File: config.mk
export PLATFORM = sky130hd
export DESIGN_NAME = powlib_busburst
export DESIGN_NICKNAME = d
export VERILOG_FILES = /design/src/rtl/powlib_busburst_pkg.sv /design/src/rtl/powlib_busburst_beatreg.sv /design/src/rtl/powlib_busburst.sv
export SDC_FILE = /design/constraint.sdc
export NUM_CORES = 1
export LEC_CHECK = 0
export BUFFER_PORTS_ARGS = -buffer_cell sky130_fd_sc_hd__buf_4
export CAP_MARGIN = 20
export CORE_UTILIZATION = 46
export DETAILED_ROUTE_END_ITERATION = 8
export PLACE_DENSITY = 0.72
export SLEW_MARGIN = 5
export SYNTH_ARGS = -nofsm -noshare
export SYNTH_HDL_FRONTEND = slang
export SYNTH_SLANG_ARGS = --single-unit
export TNS_END_PERCENT = 20
File: constraint.sdc
create_clock -name clk -period 1.9 [get_ports clk]
set_input_delay 0.095 -clock clk [delete_from_list [all_inputs] [get_ports clk]]
set_output_delay 0.095 -clock clk [all_outputs]
set_load 0.005 [all_outputs]
File: src/rtl/powlib_busburst_pkg.sv
// Shared types for the burst write generator.
package powlib_busburst_pkg;

  localparam int unsigned ST_W = 2;

  // Burst sequencer states; encodings match the powlib header values.
  typedef enum logic [ST_W-1:0] {
    ST_IDLE  = 2'd0,
    ST_BURST = 2'd1,
    ST_DONE  = 2'd2
  } burst_state_e;

endpackage : powlib_busburst_pkg

File: src/rtl/powlib_busburst_beatreg.sv
// Beat address/data/remaining-count register: loads a command, steps per beat.
module powlib_busburst_beatreg #(
  parameter int unsigned B_AW  = 16,
  parameter int unsigned B_DW  = 32,
  parameter int unsigned CW    = 8,
  parameter int unsigned ASTEP = 1,
  parameter int unsigned DSTEP = 1
) (
  input  logic            clk,
  input  logic            rst,
  input  logic            load_i,
  input  logic            step_i,
  input  logic [B_AW-1:0] ld_addr_i,
  input  logic [B_DW-1:0] ld_data_i,
  input  logic [CW-1:0]   ld_cnt_i,
  output logic [B_AW-1:0] addr_o,
  output logic [B_DW-1:0] data_o,
  output logic [CW-1:0]   remaining_o
);

  logic [B_AW-1:0] addr_q;
  logic [B_DW-1:0] data_q;
  logic [CW-1:0]   remaining_q;

  // Load on command accept, advance on every non-final transfer; wraps naturally.
  always_ff @(posedge clk) begin
    if (rst) begin
      addr_q      <= '0;
      data_q      <= '0;
      remaining_q <= '0;
    end else if (load_i) begin
      addr_q      <= ld_addr_i;
      data_q      <= ld_data_i;
      remaining_q <= ld_cnt_i;
    end else if (step_i) begin
      addr_q      <= addr_q + B_AW'(ASTEP);
      data_q      <= data_q + B_DW'(DSTEP);
      remaining_q <= remaining_q - CW'(1);
    end
  end

  assign addr_o      = addr_q;
  assign data_o      = data_q;
  assign remaining_o = remaining_q;

endmodule : powlib_busburst_beatreg

File: src/rtl/powlib_busburst.sv
// Write-burst generator: one command in, cmdcnt consecutive write beats out.
module powlib_busburst
  import powlib_busburst_pkg::*;
#(
  parameter int unsigned B_AW  = 16,
  parameter int unsigned B_DW  = 32,
  parameter int unsigned CW    = 8,
  parameter int unsigned ASTEP = 1,
  parameter int unsigned DSTEP = 1
) (
  input  logic            clk,
  input  logic            rst,
  input  logic [B_AW-1:0] cmdaddr,
  input  logic [CW-1:0]   cmdcnt,
  input  logic [B_DW-1:0] cmdseed,
  input  logic            cmdvld,
  output logic            cmdrdy,
  output logic [B_DW-1:0] wrdata,
  output logic [B_AW-1:0] wraddr,
  output logic            wrvld,
  input  logic            wrrdy,
  output logic            busy,
  output logic            done
);

  burst_state_e state_q;
  logic         cmdrdy_q;
  logic         wrvld_q;
  logic         busy_q;
  logic         done_q;
  logic [CW-1:0] remaining;

  logic accept_c;
  logic xfer_c;
  logic last_c;
  logic load_c;
  logic step_c;

  // Handshake qualifiers shared by the sequencer and the beat register.
  assign accept_c = (state_q == ST_IDLE) && cmdvld && cmdrdy_q;
  assign xfer_c   = wrvld_q && wrrdy;
  assign last_c   = (remaining == CW'(1));
  assign load_c   = accept_c && (cmdcnt != '0);
  assign step_c   = xfer_c && !last_c;

  powlib_busburst_beatreg #(
    .B_AW  (B_AW),
    .B_DW  (B_DW),
    .CW    (CW),
    .ASTEP (ASTEP),
    .DSTEP (DSTEP)
  ) u_beatreg (
    .clk         (clk),
    .rst         (rst),
    .load_i      (load_c),
    .step_i      (step_c),
    .ld_addr_i   (cmdaddr),
    .ld_data_i   (cmdseed),
    .ld_cnt_i    (cmdcnt),
    .addr_o      (wraddr),
    .data_o      (wrdata),
    .remaining_o (remaining)
  );

  // Burst sequencer with registered handshake/status outputs.
  always_ff @(posedge clk) begin
    if (rst) begin
      state_q  <= ST_IDLE;
      cmdrdy_q <= 1'b0;
      wrvld_q  <= 1'b0;
      busy_q   <= 1'b0;
      done_q   <= 1'b0;
    end else begin
      case (state_q)
        ST_IDLE: begin
          done_q <= 1'b0;
          if (accept_c) begin
            cmdrdy_q <= 1'b0;
            busy_q   <= 1'b1;
            if (cmdcnt != '0) begin
              state_q <= ST_BURST;
              wrvld_q <= 1'b1;
            end else begin
              // Empty burst goes straight to completion.
              state_q <= ST_DONE;
              done_q  <= 1'b1;
            end
          end else begin
            cmdrdy_q <= 1'b1;
            busy_q   <= 1'b0;
          end
        end
        ST_BURST: begin
          // wrvld only drops on the final transfer.
          if (xfer_c && last_c) begin
            state_q <= ST_DONE;
            wrvld_q <= 1'b0;
            done_q  <= 1'b1;
          end
        end
        ST_DONE: begin
          state_q  <= ST_IDLE;
          done_q   <= 1'b0;
          busy_q   <= 1'b0;
          cmdrdy_q <= 1'b1;
        end
        default: begin
          state_q  <= ST_IDLE;
          cmdrdy_q <= 1'b0;
          wrvld_q  <= 1'b0;
          busy_q   <= 1'b0;
          done_q   <= 1'b0;
        end
      endcase
    end
  end

  assign cmdrdy = cmdrdy_q;
  assign wrvld  = wrvld_q;
  assign busy   = busy_q;
  assign done   = done_q;

endmodule : powlib_busburst
Yosys cells after proc, flatten, opt, wreduce, memory -nomap -nowiden
Cells that the tools add are included.

Register bits: 62. Input bits: 60. Output and inout bits: 52. Word-level logic and storage cells: 52.

Add/sub/neg operators: 3. Multiplexer cells: 22. Eq/ne operators: 6. Reduce and logical (&&, ||, !) cells: 12. Bitwise operators: 1.

Operator list (count): 32-bit two-way mux (2); 32-bit by 1-bit adder with 32-bit output, second input constant (1); 16-bit two-way mux (2); 16-bit by 1-bit adder with 16-bit output, second input constant (1); 8-bit two-way mux (2); 8-bit by 1-bit == test with 1-bit output, second input constant (1); 1-bit two-way mux (8); 8-bit nonzero test (1); 8-bit by 1-bit subtractor with 8-bit output, second input constant (1); 1-bit logical AND (6); 2-bit two-way mux (3); 1-bit one-hot mux with 3 select lines (2); 2-bit != test, second input constant (2); 1-bit one-hot mux with 2 select lines (2); 2-bit one-hot mux with 2 select lines (1); 4-bit AND reduction (1); 2-bit by 1-bit == test with 1-bit output, second input constant (1); 2-bit == test, second input constant (1); 2-bit zero test (1); 2-bit by 1-bit != test with 1-bit output, second input constant (1); 2-bit AND reduction (1); 2-bit nonzero test (1); 1-bit zero test (1); 1-bit NOT (1).

Depth between registers and ports, before layout
Gate-level depths: netlist of run 1.

Word-level depth: 5. Depth in mapped cells: 9. Mapped depth without buffers: 7.

Hierarchy
A second synthesis of run 1 with hierarchy kept.

Cell total of the unflattened synthesis: 442. Area total of the unflattened synthesis: 3514.6 um2.

By module, submodules not included: powlib_busburst_beatreg (cells each 409, seq. area each 1121.1 um2, area an instance 3196.8 um2, instances 1); powlib_busburst (cells each 33, seq. area each 120.1 um2, area an instance 317.8 um2, instances 1).

Least setup slack after synthesis of run 1
No wires, ideal clock.

Kind: reg2reg. Start point: reg u_beatreg.remaining_q[1], in the netlist u_beatreg.remaining_o[1]. End point: reg u_beatreg.data_q[31], in the netlist u_beatreg.data_o[31]. Buffers on the path: 1. Data arrival time: 1.914 ns. Library setup time: 0.088 ns. Stages on the path, launching flop included: 9. Data required time: 1.812 ns. Period minus slack after synthesis: 2.002 ns. Setup slack: -0.102 ns. Cell sequence: dfxtp_1 -> inv_1 -> ha_1 -> or3b_1 -> clkbuf_4 -> o2111ai_4 -> or3_4 -> or3_1 -> a311oi_2.

Cells in the longest elaborated chain, start to end: 4.

RTL lines: from (decl) (RTL line powlib_busburst_beatreg.sv:23) `logic [CW-1:0] remaining_q;`; from (signal assigned) (RTL line powlib_busburst_beatreg.sv:34) `remaining_q <= ld_cnt_i;`; from (signal assigned) (RTL line powlib_busburst_beatreg.sv:38) `remaining_q <= remaining_q - CW'(1);`; 8-bit by 1-bit == test with 1-bit output (RTL line powlib_busburst.sv:42) `assign last_c = (remaining == CW'(1));`; 1-bit zero test (RTL line powlib_busburst.sv:44) `assign step_c = xfer_c && !last_c;`; 1-bit logical AND (RTL line powlib_busburst.sv:44); 2-bit nonzero test (no line); to (signal assigned) (RTL line powlib_busburst_beatreg.sv:33) `data_q <= ld_data_i;`; to (signal assigned) (RTL line powlib_busburst_beatreg.sv:37) `data_q <= data_q + B_DW'(DSTEP);`; to (decl) (RTL line powlib_busburst_beatreg.sv:22) `logic [B_DW-1:0] data_q;`.

Every way passes these cells. A chain may end at the register's enable or synchronous reset.

Worst setup path after layout of run 1
Ends and elaborated chain as after synthesis.

==> results of run 1 <==
==> cells by family after synthesis <==
logic type,after synthesis,synth area share (%)
flops,62,36.2
buf+inv,34,5.84
fa+ha+maj,4,1.46
compound gates,76,17.2
simple gates,180,26.6
xor+xnor,50,12.8
==> cells in the final DEF, fill, tap and decap left out, types with 7 or more instances in the layout <==
cell type	instances
a211oi_1	54
buf_4	155
clkbuf_8	10
dfxtp_1	58
inv_1	7
nand2_1	27
nand3_1	16
nand4_1	13
nor2_1	71
nor3_1	11
nor4_1	8
xnor2_1	33
xor2_1	17
==> layout make-up <==
class / count / area (um^2)
multi-input combinational: 310 / 2110
timing repair buffer: 163 / 1280
tap: 99 / 124
fill: 603 / 2200
clock buffer: 12 / 145
clock inverter: 4 / 70.1
inverter: 8 / 30.0
sequential: 62 / 1250
==> registers in the layout, indices dropped and copies added, names as in the netlist <==
name,count
u_beatreg.remaining_o,8
u_beatreg.data_o,32
cmdrdy,1
busy,1
u_beatreg.addr_o,16
wrvld,1
state_q,2
done,1
==> worst max-delay path, cell delays in order, from the launching register on <==
cell and delay, ns:
dfxtp_2 0.34, inv_2 0.05, ha_4 0.15, or3b_4 0.28
o2111ai_4 0.15, or3_4 0.36, or3_4 0.33, a311oi_2 0.19
==> through the flow <==
step                      util (%)  hold WS (ns)  area [um^2]
after floorplan                  -         0.224         3440
after CTS                     67.6        0.0211         4880
after global routing          69.4        0.0408         5010
final                         69.4        0.0246         5010
after detailed placement      64.1         0.372         4620
after global placement        64.1         0.381         4620
==> power groups by stage <==
| stage | clock [mW] | combinational, mW | sequential [mW] |
|---|---|---|---|
| finish | 1.29 | 0.821 | 1.52 |
| global placement | 0 | 0.774 | 1.54 |
| detailed placement | 0 | 0.789 | 1.54 |
| global route | 1.36 | 0.894 | 1.54 |
| floorplan | 0 | 0.347 | 1.57 |
| CTS | 1.30 | 0.802 | 1.52 |
==> metal layers <==
| layer | vias to the layer above | wire length (um) |
|---|---|---|
| li1 | 1768 | - |
| met1 | 1673 | 4190 |
| met2 | 121 | 4550 |
| met3 | 13 | 590 |
| met4 | 0 | 95 |
| met5 | - | 0 |
==> worst paths after layout <==
check	end	slack [ns]	depth (start not counted)
worst max-delay path	u_beatreg.data_o[31]$_SDFFE_PP0P_	-0.03	7
worst min-delay path	u_beatreg.remaining_o[1]$_SDFFE_PP0P_	0.02	3
worst max register to register	u_beatreg.data_o[31]$_SDFFE_PP0P_	-0.03	7
worst min register to register	cmdrdy$_SDFFE_PP0N_	0.53	2
==> timing repair <==
| item | 4_1_cts | 5_1_grt |
|---|---|---|
| resized for setup | 5 | 22 |
| buffers inserted | 1 | 3 |
| endpoints found under the setup margin | 34 | 52 |
| pin swaps | 6 | 32 |
| hold endpoints to repair | 0 | 0 |
==> reports/metrics.cfg, run 1 <==
[run_status]
status = finished with violations
violations = setup timing

[drt]
routed_wl_um = 9420
wl_per_cell_um = 14.3
drt-initial-drc-count = 108
num_vias = 3575
drcViolationCount = 0
drt_first_pass_iters = 6
vias_per_cell = 5.43
ant_nets = 0

[global_routing]
grt-busiest-layer = met2
gr-usage-met1_pct = 31.5
grt_antenna_before_repair = 0
track_usage_pct = 24.4
grt_pass1_vias = 3316
met2_usage_pct = 41.3
globalRouteMet3Util_pct = 4.29
grt_max_degree = 63
grt_pass1_wl_um = 14900
gr-total-overflow = 0

[worst_setup_path]
reg2reg_from = u_beatreg.remaining_o[1]$_SDFFE_PP0P_
crit_path_start_kind = register
arrival_ns = 2.19
startpoint = u_beatreg.remaining_o[1]$_SDFFE_PP0P_
required_ns = 2.15
critPathKind = register to register
endpoint_kind = register
critical_path.max_fanout = 4

[logic_synthesis]
synth_edf_count = 0
async_flop_share_pct = 0
synthesis.nets = 470
synth_cell_types = 46
netlist_area_um2 = 3430
yosysTopAreaCellShare_pct = 36.2
synthFlopType = dfxtp_1
ys_top_cells_by_count = nor2_1 (72), dfxtp_1 (62), a211oi_1 (55), xnor2_1 (33), nand2_1 (27)
synth-warning-count = 0
synth_top_cell_by_area = dfxtp_1
ys_top_cells_by_area = dfxtp_1 (36%), a211oi_1 (12%), xnor2_1 (8.4%)
syn_inst = 406
ys_ff_latch = 62
syn_avg_cell_area_um2 = 8.44
synth.most_common_cell = nor2_1
yosysSeqAreaShare_pct = 36.2

[cts]
path_clk_slew_ns = 0.07
cts_max_level = 3
cts_buffer_depth = 2
cts_tree = yes
root_buffer = clkbuf_8
cts_buffers = 9
clkSinkCount = 62
clk-insertion-delay-late_ns = 0.34
cts_hold_buffers = 0

[sta]
fmax_mhz = 517
rsz0062_at_grt = yes
final.setup.worst_slack_ns = -0.0347
relSlewSlack_pct = 52.9
hold_viol = 0
maxSlewViolCount = 0
worst_pin_slew_ns = 0.707
fin_crit_sh_pct = 102
skew_ns = 0.00817
period_minus_slack_ns = 1.93
setup_tns_ns = -0.0992
setup_viol = 4

[placed_design]
dp.cells = 638
pre_cts_slack_ns = -0.127
dpl.hpwl_um = 6700
io_buffers = 111
gp_congestion = 0.826

[min_path]
hold_start = cmdcnt[1]
hold_path_class = input port to register

[power_and_ir_drop]
p_sw_share_pct = 27.7
powerDensity_nw_per_um2 = 726
switchingPower_mw = 1.01
p_leak_nw = 1.94
p_int_mw = 2.63
p_clk_share_pct = 35.6
finalPower_mw = 3.64
seqPwrFrac_pct = 41.9
pwr-share-comb_pct = 22.6
vdd_drop_max_mv = 0.369

[finish]
nets = 618
fin_cells = 658
n_antenna_cell = 0
drive_gt1_share_pct = 37.6
syn_to_final_growth_pct = 46.1

[floorplan]
core_area_um2 = 7210
die_x_um = 88.3
io_pins = 112
fp.dieH_um = 88.3
initial_core_util_pct = 47.5
die_area_um2 = 7800
placementRows = 31

[run]
max-cap-violations = 0

(Power assumes the default switching activity.)
==> run 2: changes to the inputs <==
Settings changed: MAX_ROUTING_LAYER set to met4.
==> reports/metrics.cfg, run 2 (synthesis results as in run 1) <==
[run_status]
status = finished with violations
violations = setup timing

[finish]
drive_gt1_share_pct = 37.4
largest_reg_flops = 32
syn_to_final_growth_pct = 46.2
final_cell_mix = buf_4 (155), nor2_1 (71), dfxtp_1 (58)
layout_commonest_cell = buf_4
final_area_um2 = 5010
fin_cells = 658
n_antenna_cell = 0
nets = 618

[worst_setup_path]
ff2ff_setup_slack_ns = -0.04
path_cells = inv_2 -> ha_4 -> or3b_4 -> o2111ai_4 -> or3_4 -> or3_4 -> a311oi_2
cp_common_cell = or3_4
cpMaxStageDelayCell = or3_4
critPathKind = register to register
critPathMaxStageDelay_ns = 0.36
reg2reg_from = u_beatreg.remaining_o[1]$_SDFFE_PP0P_
timing.rr.end = u_beatreg.data_o[31]$_SDFFE_PP0P_
crit_path_start_kind = register
ff2ff_path_depth = 7
arrival_ns = 2.19
critical_path.max_fanout = 4
required_ns = 2.15
endpoint_kind = register
startpoint = u_beatreg.remaining_o[1]$_SDFFE_PP0P_

[power_and_ir_drop]
powerDensity_nw_per_um2 = 725
pwr-share-comb_pct = 22.6
p_int_mw = 2.63
p_leak_nw = 1.95
finalPower_mw = 3.64
seqPwrFrac_pct = 41.9
switchingPower_mw = 1.00
p_clk_share_pct = 35.6
vdd_drop_max_mv = 0.370
p_sw_share_pct = 27.6

[sta]
skew_ns = 0.00877
fin_hold_ws_ns = 0.0193
setup_viol = 6
worst_pin_slew_ns = 0.699
final.setup.worst_slack_ns = -0.0352
fmax_mhz = 517
fin_crit_sh_pct = 102
period_minus_slack_ns = 1.94
setup_tns_ns = -0.101
hold_viol = 0
rsz0062_at_grt = yes
maxSlewViolCount = 0
relSlewSlack_pct = 53.4

[min_path]
hold_start = cmdcnt[1]
hold_path_class = input port to register
hold_depth = 3
hold_end = u_beatreg.remaining_o[1]$_SDFFE_PP0P_

[cts]
cts_tree = yes
clkSinkCount = 62
path_clk_slew_ns = 0.07
cts_buffer_depth = 2
root_buffer = clkbuf_8
cts_max_level = 3
cts_buffers = 9
clk-insertion-delay-late_ns = 0.34

[drt]
wl_per_cell_um = 14.3
drt-initial-drc-count = 104
num_vias = 3539
ant_nets = 0
routed_wl_um = 9410
drcViolationCount = 0
drt_first_pass_iters = 4
vias_per_cell = 5.38

[floorplan]
placementRows = 31
fp.dieH_um = 88.3
io_pins = 112
initial_core_util_pct = 47.5
die_area_um2 = 7800
die_x_um = 88.3
core_area_um2 = 7210

[placed_design]
io_buffers = 111
dpl.hpwl_um = 6700
gp_congestion = 0.838
place_area_um2 = 4620
dp.cells = 638

[global_routing]
grt_pass1_wl_um = 14900
grt_max_degree = 63
grt_pass1_vias = 3327
grt_antenna_before_repair = 0
track_usage_pct = 25.1
gr-total-overflow = 0

[run]
max-cap-violations = 0

## run 2: metrics by stage
stage	util [%]	setup slack [ns]
floorplan	-	-0.0344
global placement	64.1	-0.0592
detailed placement	64.1	-0.127
finish	69.5	-0.0352
CTS	67.6	-0.0406
global route	69.5	-0.121
## run 2: metal layers
layer / GRT usage, % / wire, um
met2: 41.3 / 4580
met1: 31.5 / 4210
met5: - / 0
met3: 4.29 / 521
met4: 7.77 / 95
## run 2: how the worst max path moves through the flow
| stage | cells after the start | endpoint | slack, ns |
|---|---|---|---|
| 2_1_floorplan | 8 | u_beatreg.data_o[31]$_SDFFE_PP0P_ | -0.03 |
| 4_1_cts | 6 | u_beatreg.data_o[14]$_SDFFE_PP0P_ | -0.04 |
| 3_3_place_gp | 9 | u_beatreg.addr_o[15]$_SDFFE_PP0P_ | -0.06 |
| 3_5_place_dp | 8 | u_beatreg.data_o[25]$_SDFFE_PP0P_ | -0.13 |
| 5_1_grt | 9 | u_beatreg.addr_o[13]$_SDFFE_PP0P_ | -0.12 |
| 6_report | 7 | u_beatreg.data_o[31]$_SDFFE_PP0P_ | -0.04 |
## run 2: critical path: cells and delay by family (launching register included)
| family | cells | cell delay, ns |
|---|---|---|
| AND/OR/NAND/NOR | 3 | 0.97 |
| flip-flops | 1 | 0.34 |
| AO/OA/AOI/OAI | 2 | 0.34 |
| adder cells (fa/ha/maj) | 1 | 0.15 |
| buffers and inverters | 1 | 0.05 |
## run 2: timing repair
item                                    4_1_cts  5_1_grt
pin swaps                                     6       34
resized for setup                             5       22
cloned                                        0        0
endpoints found under the setup margin       34       52
hold buffers                                  0        0
setup buffers                                 1        3
## run 2: power groups by stage
stage               logic (mW)  registers, mW  clock network, mW
finish                   0.820           1.52               1.29
global placement         0.774           1.54                  0
CTS                      0.802           1.52               1.30
detailed placement       0.789           1.54                  0
floorplan                0.347           1.57                  0
global route             0.894           1.54               1.36
## run 2: final cells by class
class                      count  area [um^2]
clock buffer                  12          145
fill                         600         2200
multi-input combinational    310         2110
timing repair buffer         163         1280
sequential                    62         1250
tap                           99          124
inverter                       8         30.0
clock inverter                 4         70.1
